<file path="src/rtl/mem_write_monitor.sv">
// Passive data-bus monitor: counts loads/stores, keeps a rolling store signature,
// logs stores into a show-ahead FIFO and flags completion on exit store or timeout.
module mem_write_monitor #(
    parameter int unsigned       ADDR_W         = 32,
    parameter int unsigned       DATA_W         = 32,
    parameter logic [DATA_W-1:0] EXIT_WORD      = {DATA_W{1'b1}},
    parameter int unsigned       DRAIN_CYCLES   = 10,
    parameter int unsigned       TIMEOUT_CYCLES = 60,
    parameter int unsigned       LOG_DEPTH      = 8
) (
    input  logic              clock,
    input  logic              reset,
    input  logic              start,
    input  logic              sel,
    input  logic              wen,
    input  logic [ADDR_W-1:0] addr,
    input  logic [DATA_W-1:0] wdata,
    input  logic              log_pop,
    output logic              log_valid,
    output logic [ADDR_W-1:0] log_addr,
    output logic [DATA_W-1:0] log_data,
    output logic              log_overflow,
    output logic [15:0]       store_count,
    output logic [15:0]       load_count,
    output logic [31:0]       signature,
    output logic [1:0]        state,
    output logic              done,
    output logic              timed_out
);

    localparam int unsigned PTR_W = $clog2(LOG_DEPTH);
    localparam int unsigned CNT_W = PTR_W + 1;
    localparam int unsigned CYC_W = $clog2(TIMEOUT_CYCLES + 1);
    localparam int unsigned DRN_W = $clog2(DRAIN_CYCLES + 1);

    typedef enum logic [1:0] {
        ST_IDLE  = 2'd0,
        ST_RUN   = 2'd1,
        ST_DRAIN = 2'd2,
        ST_DONE  = 2'd3
    } state_t;

    state_t             r_state;
    state_t             w_state_nxt;
    logic [CYC_W-1:0]   r_cycle_cnt;
    logic [DRN_W-1:0]   r_drain_cnt;
    logic               r_done;
    logic               r_timed_out;
    logic [15:0]        r_store_count;
    logic [15:0]        r_load_count;
    logic [31:0]        r_signature;

    logic [ADDR_W-1:0]  r_mem_addr [LOG_DEPTH];
    logic [DATA_W-1:0]  r_mem_data [LOG_DEPTH];
    logic [PTR_W-1:0]   r_wr_ptr;
    logic [PTR_W-1:0]   r_rd_ptr;
    logic [CNT_W-1:0]   r_count;
    logic               r_overflow;

    logic               w_arm;
    logic               w_capture;
    logic               w_cap_store;
    logic               w_cap_load;
    logic               w_exit;
    logic               w_timeout;
    logic               w_drain_end;
    logic               w_full;
    logic               w_empty;
    logic               w_push;
    logic               w_pop;
    logic               w_drop;
    logic [31:0]        w_sig_nxt;

    // Bus decode; captures only happen while the run is live.
    assign w_arm       = start & ((r_state == ST_IDLE) | (r_state == ST_DONE));
    assign w_capture   = (r_state == ST_RUN) | (r_state == ST_DRAIN);
    assign w_cap_store = w_capture & sel & wen;
    assign w_cap_load  = w_capture & sel & ~wen;
    assign w_exit      = (r_state == ST_RUN) & w_cap_store & (wdata == EXIT_WORD);
    assign w_timeout   = (r_state == ST_RUN) & (r_cycle_cnt == CYC_W'(TIMEOUT_CYCLES - 1));
    assign w_drain_end = (r_state == ST_DRAIN) & (r_drain_cnt == '0);
    assign w_sig_nxt   = {r_signature[30:0], r_signature[31]} ^ 32'(addr) ^ 32'(wdata);

    // State register.
    always_ff @(posedge clock or posedge reset) begin
        if (reset) begin
            r_state <= ST_IDLE;
        end else begin
            r_state <= w_state_nxt;
        end
    end

    // Next-state logic; an exit store takes priority over a same-edge timeout.
    always_comb begin
        w_state_nxt = r_state;
        case (r_state)
            ST_IDLE:  if (start) w_state_nxt = ST_RUN;
            ST_RUN: begin
                if (w_exit) begin
                    w_state_nxt = ST_DRAIN;
                end else if (w_timeout) begin
                    w_state_nxt = ST_DONE;
                end
            end
            ST_DRAIN: if (w_drain_end) w_state_nxt = ST_DONE;
            ST_DONE:  if (start) w_state_nxt = ST_RUN;
            default:  w_state_nxt = ST_IDLE;
        endcase
    end

    // Run-cycle and drain counters plus the sticky completion flags.
    always_ff @(posedge clock or posedge reset) begin
        if (reset) begin
            r_cycle_cnt <= '0;
            r_drain_cnt <= '0;
            r_done      <= 1'b0;
            r_timed_out <= 1'b0;
        end else if (w_arm) begin
            r_cycle_cnt <= '0;
            r_drain_cnt <= '0;
            r_done      <= 1'b0;
            r_timed_out <= 1'b0;
        end else begin
            if (r_state == ST_RUN) begin
                r_cycle_cnt <= r_cycle_cnt + CYC_W'(1);
            end
            if (w_exit) begin
                r_drain_cnt <= DRN_W'(DRAIN_CYCLES - 1);
            end else if ((r_state == ST_DRAIN) && (r_drain_cnt != '0)) begin
                r_drain_cnt <= r_drain_cnt - DRN_W'(1);
            end
            if (w_timeout && !w_exit) begin
                r_done      <= 1'b1;
                r_timed_out <= 1'b1;
            end else if (w_drain_end) begin
                r_done      <= 1'b1;
            end
        end
    end

    // Saturating access counters and rolling store signature.
    always_ff @(posedge clock or posedge reset) begin
        if (reset) begin
            r_store_count <= '0;
            r_load_count  <= '0;
            r_signature   <= '0;
        end else if (w_arm) begin
            r_store_count <= '0;
            r_load_count  <= '0;
            r_signature   <= '0;
        end else begin
            if (w_cap_store) begin
                if (r_store_count != 16'hFFFF) begin
                    r_store_count <= r_store_count + 16'd1;
                end
                r_signature <= w_sig_nxt;
            end
            if (w_cap_load && (r_load_count != 16'hFFFF)) begin
                r_load_count <= r_load_count + 16'd1;
            end
        end
    end

    // A full FIFO still accepts a push when the head leaves on the same edge.
    assign w_full  = (r_count == CNT_W'(LOG_DEPTH));
    assign w_empty = (r_count == '0);
    assign w_pop   = log_pop & ~w_empty & ~w_arm;
    assign w_push  = w_cap_store & (~w_full | w_pop);
    assign w_drop  = w_cap_store & w_full & ~w_pop;

    // Store log storage and pointers.
    always_ff @(posedge clock or posedge reset) begin
        if (reset) begin
            r_wr_ptr   <= '0;
            r_rd_ptr   <= '0;
            r_count    <= '0;
            r_overflow <= 1'b0;
            for (int i = 0; i < int'(LOG_DEPTH); i++) begin
                r_mem_addr[i] <= '0;
                r_mem_data[i] <= '0;
            end
        end else if (w_arm) begin
            r_wr_ptr   <= '0;
            r_rd_ptr   <= '0;
            r_count    <= '0;
            r_overflow <= 1'b0;
        end else begin
            if (w_push) begin
                r_mem_addr[r_wr_ptr] <= addr;
                r_mem_data[r_wr_ptr] <= wdata;
                r_wr_ptr             <= r_wr_ptr + PTR_W'(1);
            end
            if (w_pop) begin
                r_rd_ptr <= r_rd_ptr + PTR_W'(1);
            end
            if (w_push && !w_pop) begin
                r_count <= r_count + CNT_W'(1);
            end else if (!w_push && w_pop) begin
                r_count <= r_count - CNT_W'(1);
            end
            if (w_drop) begin
                r_overflow <= 1'b1;
            end
        end
    end

    assign log_valid    = ~w_empty;
    assign log_addr     = r_mem_addr[r_rd_ptr];
    assign log_data     = r_mem_data[r_rd_ptr];
    assign log_overflow = r_overflow;
    assign store_count  = r_store_count;
    assign load_count   = r_load_count;
    assign signature    = r_signature;
    assign state        = r_state;
    assign done         = r_done;
    assign timed_out    = r_timed_out;

endmodule

</file>
<file path="config.mk">
export PLATFORM = sky130hd
export DESIGN_NAME = mem_write_monitor
export DESIGN_NICKNAME = d
export VERILOG_FILES = /design/src/rtl/mem_write_monitor.sv
export SDC_FILE = /design/constraint.sdc
export NUM_CORES = 1
export LEC_CHECK = 0
export BUFFER_PORTS_ARGS = -buffer_cell sky130_fd_sc_hd__buf_2
export CORE_ASPECT_RATIO = 0.9
export CORE_MARGIN = 10
export CORE_UTILIZATION = 50
export DETAILED_ROUTE_END_ITERATION = 6
export PLACE_DENSITY = 0.7
export SETUP_SLACK_MARGIN = 0.05
export SLEW_MARGIN = 25
export SYNTH_ARGS = -nofsm -noshare
export SYNTH_HDL_FRONTEND = slang
export SYNTH_SLANG_ARGS = --single-unit
export TNS_END_PERCENT = 100
</file>
<file path="constraint.sdc">
create_clock -name clock -period 20.6 [get_ports clock]
set_input_delay 4.12 -clock clock [delete_from_list [all_inputs] [get_ports clock]]
set_output_delay 4.12 -clock clock [all_outputs]
set_load 0.03 [all_outputs]
</file>
* Yosys cells after proc, flatten, opt, wreduce, memory -nomap -nowiden *
Cells that the tools add are included.

storage, ports and cells
  logic and storage cells = 144
  output and inout bits = 134
  input port bits = 70
  register bits = 601

operators by class
  bitwise operators = 25
  equal/unequal tests = 11
  order comparisons = 3
  add/subtract/negate cells = 8
  muxes and demuxes = 41
  reduce and logical (&&, ||, !) cells = 28

operator list
  kind                                                                number
  256-bit bitwise mux                                                 2
  32-bit two-way mux                                                  7
  32-bit binary-select mux with 3-bit select                          2
  32-bit demux with 3-bit select                                      1
  16-bit two-way mux                                                  5
  32-bit bitwise XOR                                                  2
  16-bit by 1-bit adder with 16-bit output, second input constant     2
  32-bit == test, second input constant                               1
  16-bit inequality test, second input constant                       2
  4-bit two-way mux                                                   6
  2-bit nonzero test                                                  8
  1-bit bitwise AND                                                   13
  3-bit two-way mux                                                   4
  6-bit two-way mux                                                   2
  3-bit nonzero test                                                  3
  4-bit >= comparator, second input constant                          2
  4-bit zero test                                                     2
  2-bit two-way mux                                                   4
  3-bit NOT with 4-bit output                                         2
  4-bit by 1-bit subtractor with 4-bit output, second input constant  2
  1-bit two-way mux                                                   7
  3-bit by 1-bit adder with 3-bit output, second input constant       2
  6-bit by 1-bit adder with 6-bit output, second input constant       1
  6-bit == test, second input constant                                1
  other kinds (18)                                                    33

* Longest topological paths before layout *
  depth after elaboration = 12
  depth in mapped cells = 11
  depth with buffers taken out = 10

* Worst setup path after synthesis *
No wires, ideal clock.

  path kind = input port to flip-flop
  from = input port log_pop
  to = register r_count[3]
  path slack = 14.619 ns
  path buffers = 0
  setup time = 0.078 ns
  arrival time = 5.903 ns
  required time = 20.522 ns
  cell stages on the path = 9
  cell sequence = o41a_1 nor4_2 inv_1 ha_1 a21o_1 a21oi_1 or4_4 a21o_2 a21oi_1

on the way
  word-level cells in the longest chain between the ends = 7
  elaborated cells between the ends (all ways) = 11
  classes of those cells = mux (2); bitwise (4); reduce/logical (5)

RTL lines
  item                                                            RTL line  RTL
  start, declared                                                 18        input logic log_pop,
  1-bit bitwise AND * (2 in series)                               167       assign w_pop = log_pop & ~w_empty & ~w_arm;
  1-bit bitwise OR                                                168       assign w_push = w_cap_store & (~w_full | w_pop);
  1-bit bitwise AND                                               168
  1-bit logical AND / 1-bit zero test (equally long branches)     196, 198
  4-bit two-way mux / 1-bit logical AND (equally long branches)   196, 198
  4-bit two-way mux / 3-bit nonzero test (equally long branches)  -
  end signal, assigned                                            197       r_count <= r_count + CNT_W'(1);
  end signal, assigned                                            199       r_count <= r_count - CNT_W'(1);
  end, declared                                                   57        logic [CNT_W-1:0] r_count;

Mark *: on every way between the ends. The rest lies on a longest branch, timed or not.
A chain may end at the register's enable or synchronous reset.

* Worst setup path in the final report *
  from = register r_rd_ptr[0]
  to = output port log_addr[25]

on the way
  word-level cells in the longest chain between the ends = 4

RTL lines
  item                                                    RTL line  RTL
  start, declared                                         56        logic [PTR_W-1:0] r_rd_ptr;
  start signal, assigned                                  194       r_rd_ptr <= r_rd_ptr + PTR_W'(1);
  3-bit NOT with 4-bit output (implied by the code)       208       assign log_addr = r_mem_addr[r_rd_ptr];
  32-bit binary-select mux with 3-bit select              208
  32-bit two-way mux (implied by the code) (2 in series)  208
  end, declared                                           20        output logic [ADDR_W-1:0] log_addr,

No other way between the ends. The select of a mux whose other input is x is not followed.

==> impl_metrics.tcl <==
set metrics [dict create \
    synth_area_um2 28700 \
    nFillCells 4463 \
    cts_hold_buf 0 \
    synth_edf_count 0 \
    coreArea_um2 57000 \
    path_clk_slew_ns 0.06 \
    h-tree-depth 2 \
    area.growth.synth_to_final_pct 11.8 \
    port_buffers 203 \
    ys_ff_latch 601 \
    wl_met3_um 3040 \
    drt-total-wl_um 68500 \
    cp_slowest_cell "dfrtp_4" \
    slew_violations 0 \
    post_cts_buffers 0 \
    start_util 0.504 \
    finalSetupViolations 0 \
    ant_nets 0 \
    clock_skew_ns 0.0175 \
    crit_family "buffers and inverters" \
    cp_cell_sequence "buf_4, buf_4, mux4_2, mux2_2, buf_2" \
    grt_pass1_wl_um 108000 \
    grt_max_degree 185 \
    antenna_found_initial 7 \
    tns_ns 0 \
    place_congestion 0.807 \
    synth_area_per_cell_um2 15.3 \
    ir_worst_vdd_v 0.0000921 \
    synthCells 1878 \
    cp_common_cell "buf_4" \
    row_count 83 \
    synth-seq-area-share 0.523 \
    cts-root-buf "clkbuf_16" \
    critPathMaxStageDelay_ns 1.01 \
    ys.flop_type "dfrtp_1" \
    final_common_cell "dfrtp_1" \
    status "complete, no violations" \
    drc 0 \
    wl_met2_um 33400 \
    seq_area_um2 15100 \
    die_area_um2 67500 \
    syn_nets 1961 \
    wl_per_cell_um 24.3 \
    path_max_fanout 46 \
    path_buf_inv 3 \
    fin_cells 2818 \
    yosysTopAreaCellShare 0.523 \
    cts_tree "yes" \
    cts_buffers 61 \
    cp.arrival_ns 4.57 \
    tightestPinTransition_ns 1.09 \
    routed.top_layer "met5" \
    start_kind "flop" \
    end_kind "output port" \
    final_nets 2084 \
    clk_latency_ns 0.62 \
    multi_input_area_um2 12700 \
    wl_met1_um 30700 \
    ys_async_sr_fraction 1.00 \
    cts_resized 0 \
    fmax_mhz 115 \
    firstDrtPassIters 5 \
    synthTopCellsByArea "dfrtp_1 52%, mux2_2 13%, mux4_2 10%" \
    gr-total-overflow 0 \
    slew_headroom 0.272 \
    dpl.cell_count 2701 \
    viasPerCell 5.82 \
    crit_required_ns 16.48 \
    dpl.hpwl_um 42000 \
    track_usage 0.205 \
    via_count 16392 \
    grt_pass1_vias 17965 \
    pwr_density_cell_nw_per_um2 141 \
    die_y_um 247 \
    layout_common_cells "598 x dfrtp_1, 325 x mux2_2, 203 x buf_2" \
    crit_type "reg2out" \
    cts.sinks 601 \
    hold_class "reg2reg" \
    cts_buffer_depth 3 \
    ys.warnings.count 0 \
    pin_count 204 \
    synth_area_leader_cell "dfrtp_1" \
    die_width_um 273 \
    finalHoldViolCount 0 \
    cap_violations 0 \
    rsz0062_at_grt "no" \
    holdWs_ns 0.483 \
    fin_crit_sh 0.422 \
    p_leak_nw 15.1 \
    drive_gt1_frac 0.481 \
    drt_iter0_drc 1002 \
    synth.distinct_cells 64 \
    min_period_ns 8.69 \
]
==> power by group <==
part           switching, W  internal (W)  total (W)
Clock              0.000461      0.000689    0.00115
Combinational      0.000862      0.000766    0.00163
Sequential         0.000250       0.00151    0.00176
Total               0.00157       0.00296    0.00454
==> flip-flops by register name, summed over array words and instances (netlist names) <==
signal	cells
done	1
r_count	4
r_drain_cnt	4
r_mem_addr	256
r_cycle_cnt	6
load_count	16
r_rd_ptr	3
timed_out	1
r_wr_ptr	3
signature	32
r_mem_data	256
log_overflow	1
state	2
store_count	16
==> cells in the mapped netlist (13+ instances only) <==
library cell and instances:
clkbuf_1 72, o21ai_0 40, nor3_1 13, mux4_2 128
nand4_1 19, xnor2_1 49, dfrtp_1 601, mux2_1 71
buf_6 27, nand2_1 32, buf_2 26, mux2_4 180
xor2_1 43, nand3_1 52, buf_1 33, nor2_1 42
mux2_2 325
==> final cells by class <==
class / instances / area share
Antenna cell: 5 / 0.000389
Inverter: 12 / 0.00152
Clock inverter: 16 / 0.00736
Multi-Input combinational cell: 1094 / 0.395
Timing Repair Buffer: 231 / 0.0404
Tap cell: 765 / 0.0298
Clock buffer: 94 / 0.0577
Sequential cell: 601 / 0.468
==> layer usage <==
layer  track usage  up-vias
met1         0.277     8867
met5             0        -
li1              -     7080
met2         0.335      354
met3        0.0393       89
met4        0.0544        2
==> path summary, 6_finish.rpt <==
path                                startpoint  cells past startpoint         endpoint  slack (ns)
worst max-delay path               r_rd_ptr[0]                      5     log_addr[25]       11.91
worst min-delay path            r_mem_data[17]                      1   r_mem_data[17]        0.48
worst max register to register        state[0]                     10  r_mem_data[191]       16.00
worst min register to register  r_mem_data[17]                      1   r_mem_data[17]        0.48
max in group asynchronous                reset                      6   r_mem_addr[80]       14.47
min in group asynchronous                reset                      3  r_mem_addr[167]        3.72
==> stage by stage <==
| step | instance area, µm² | power [W] | setup WS, ns | util |
|---|---|---|---|---|
| 2_1_floorplan | 28700 | 0.00295 | 8.28 | - |
| 3_3_place_gp | 30000 | 0.00337 | 12.42 | 0.525 |
| 3_5_place_dp | 30000 | 0.00341 | 12.40 | 0.526 |
| 4_1_cts | 32100 | 0.00458 | 11.73 | 0.562 |
| 5_1_grt | 32100 | 0.00476 | 11.51 | 0.564 |
| 6_report | 32100 | 0.00454 | 11.91 | 0.564 |
==> logic make-up after synthesis <==
group                      share of synthesized area
xor gates and xnor gates                      0.0280
muxes                                          0.352
AOI/OAI and AO/OA                             0.0168
adders and majority gates                    0.00592
buffers and inverters                         0.0364
DFF                                            0.523
and+or+nand+nor                               0.0376
Power figures use the tool's default switching activity.
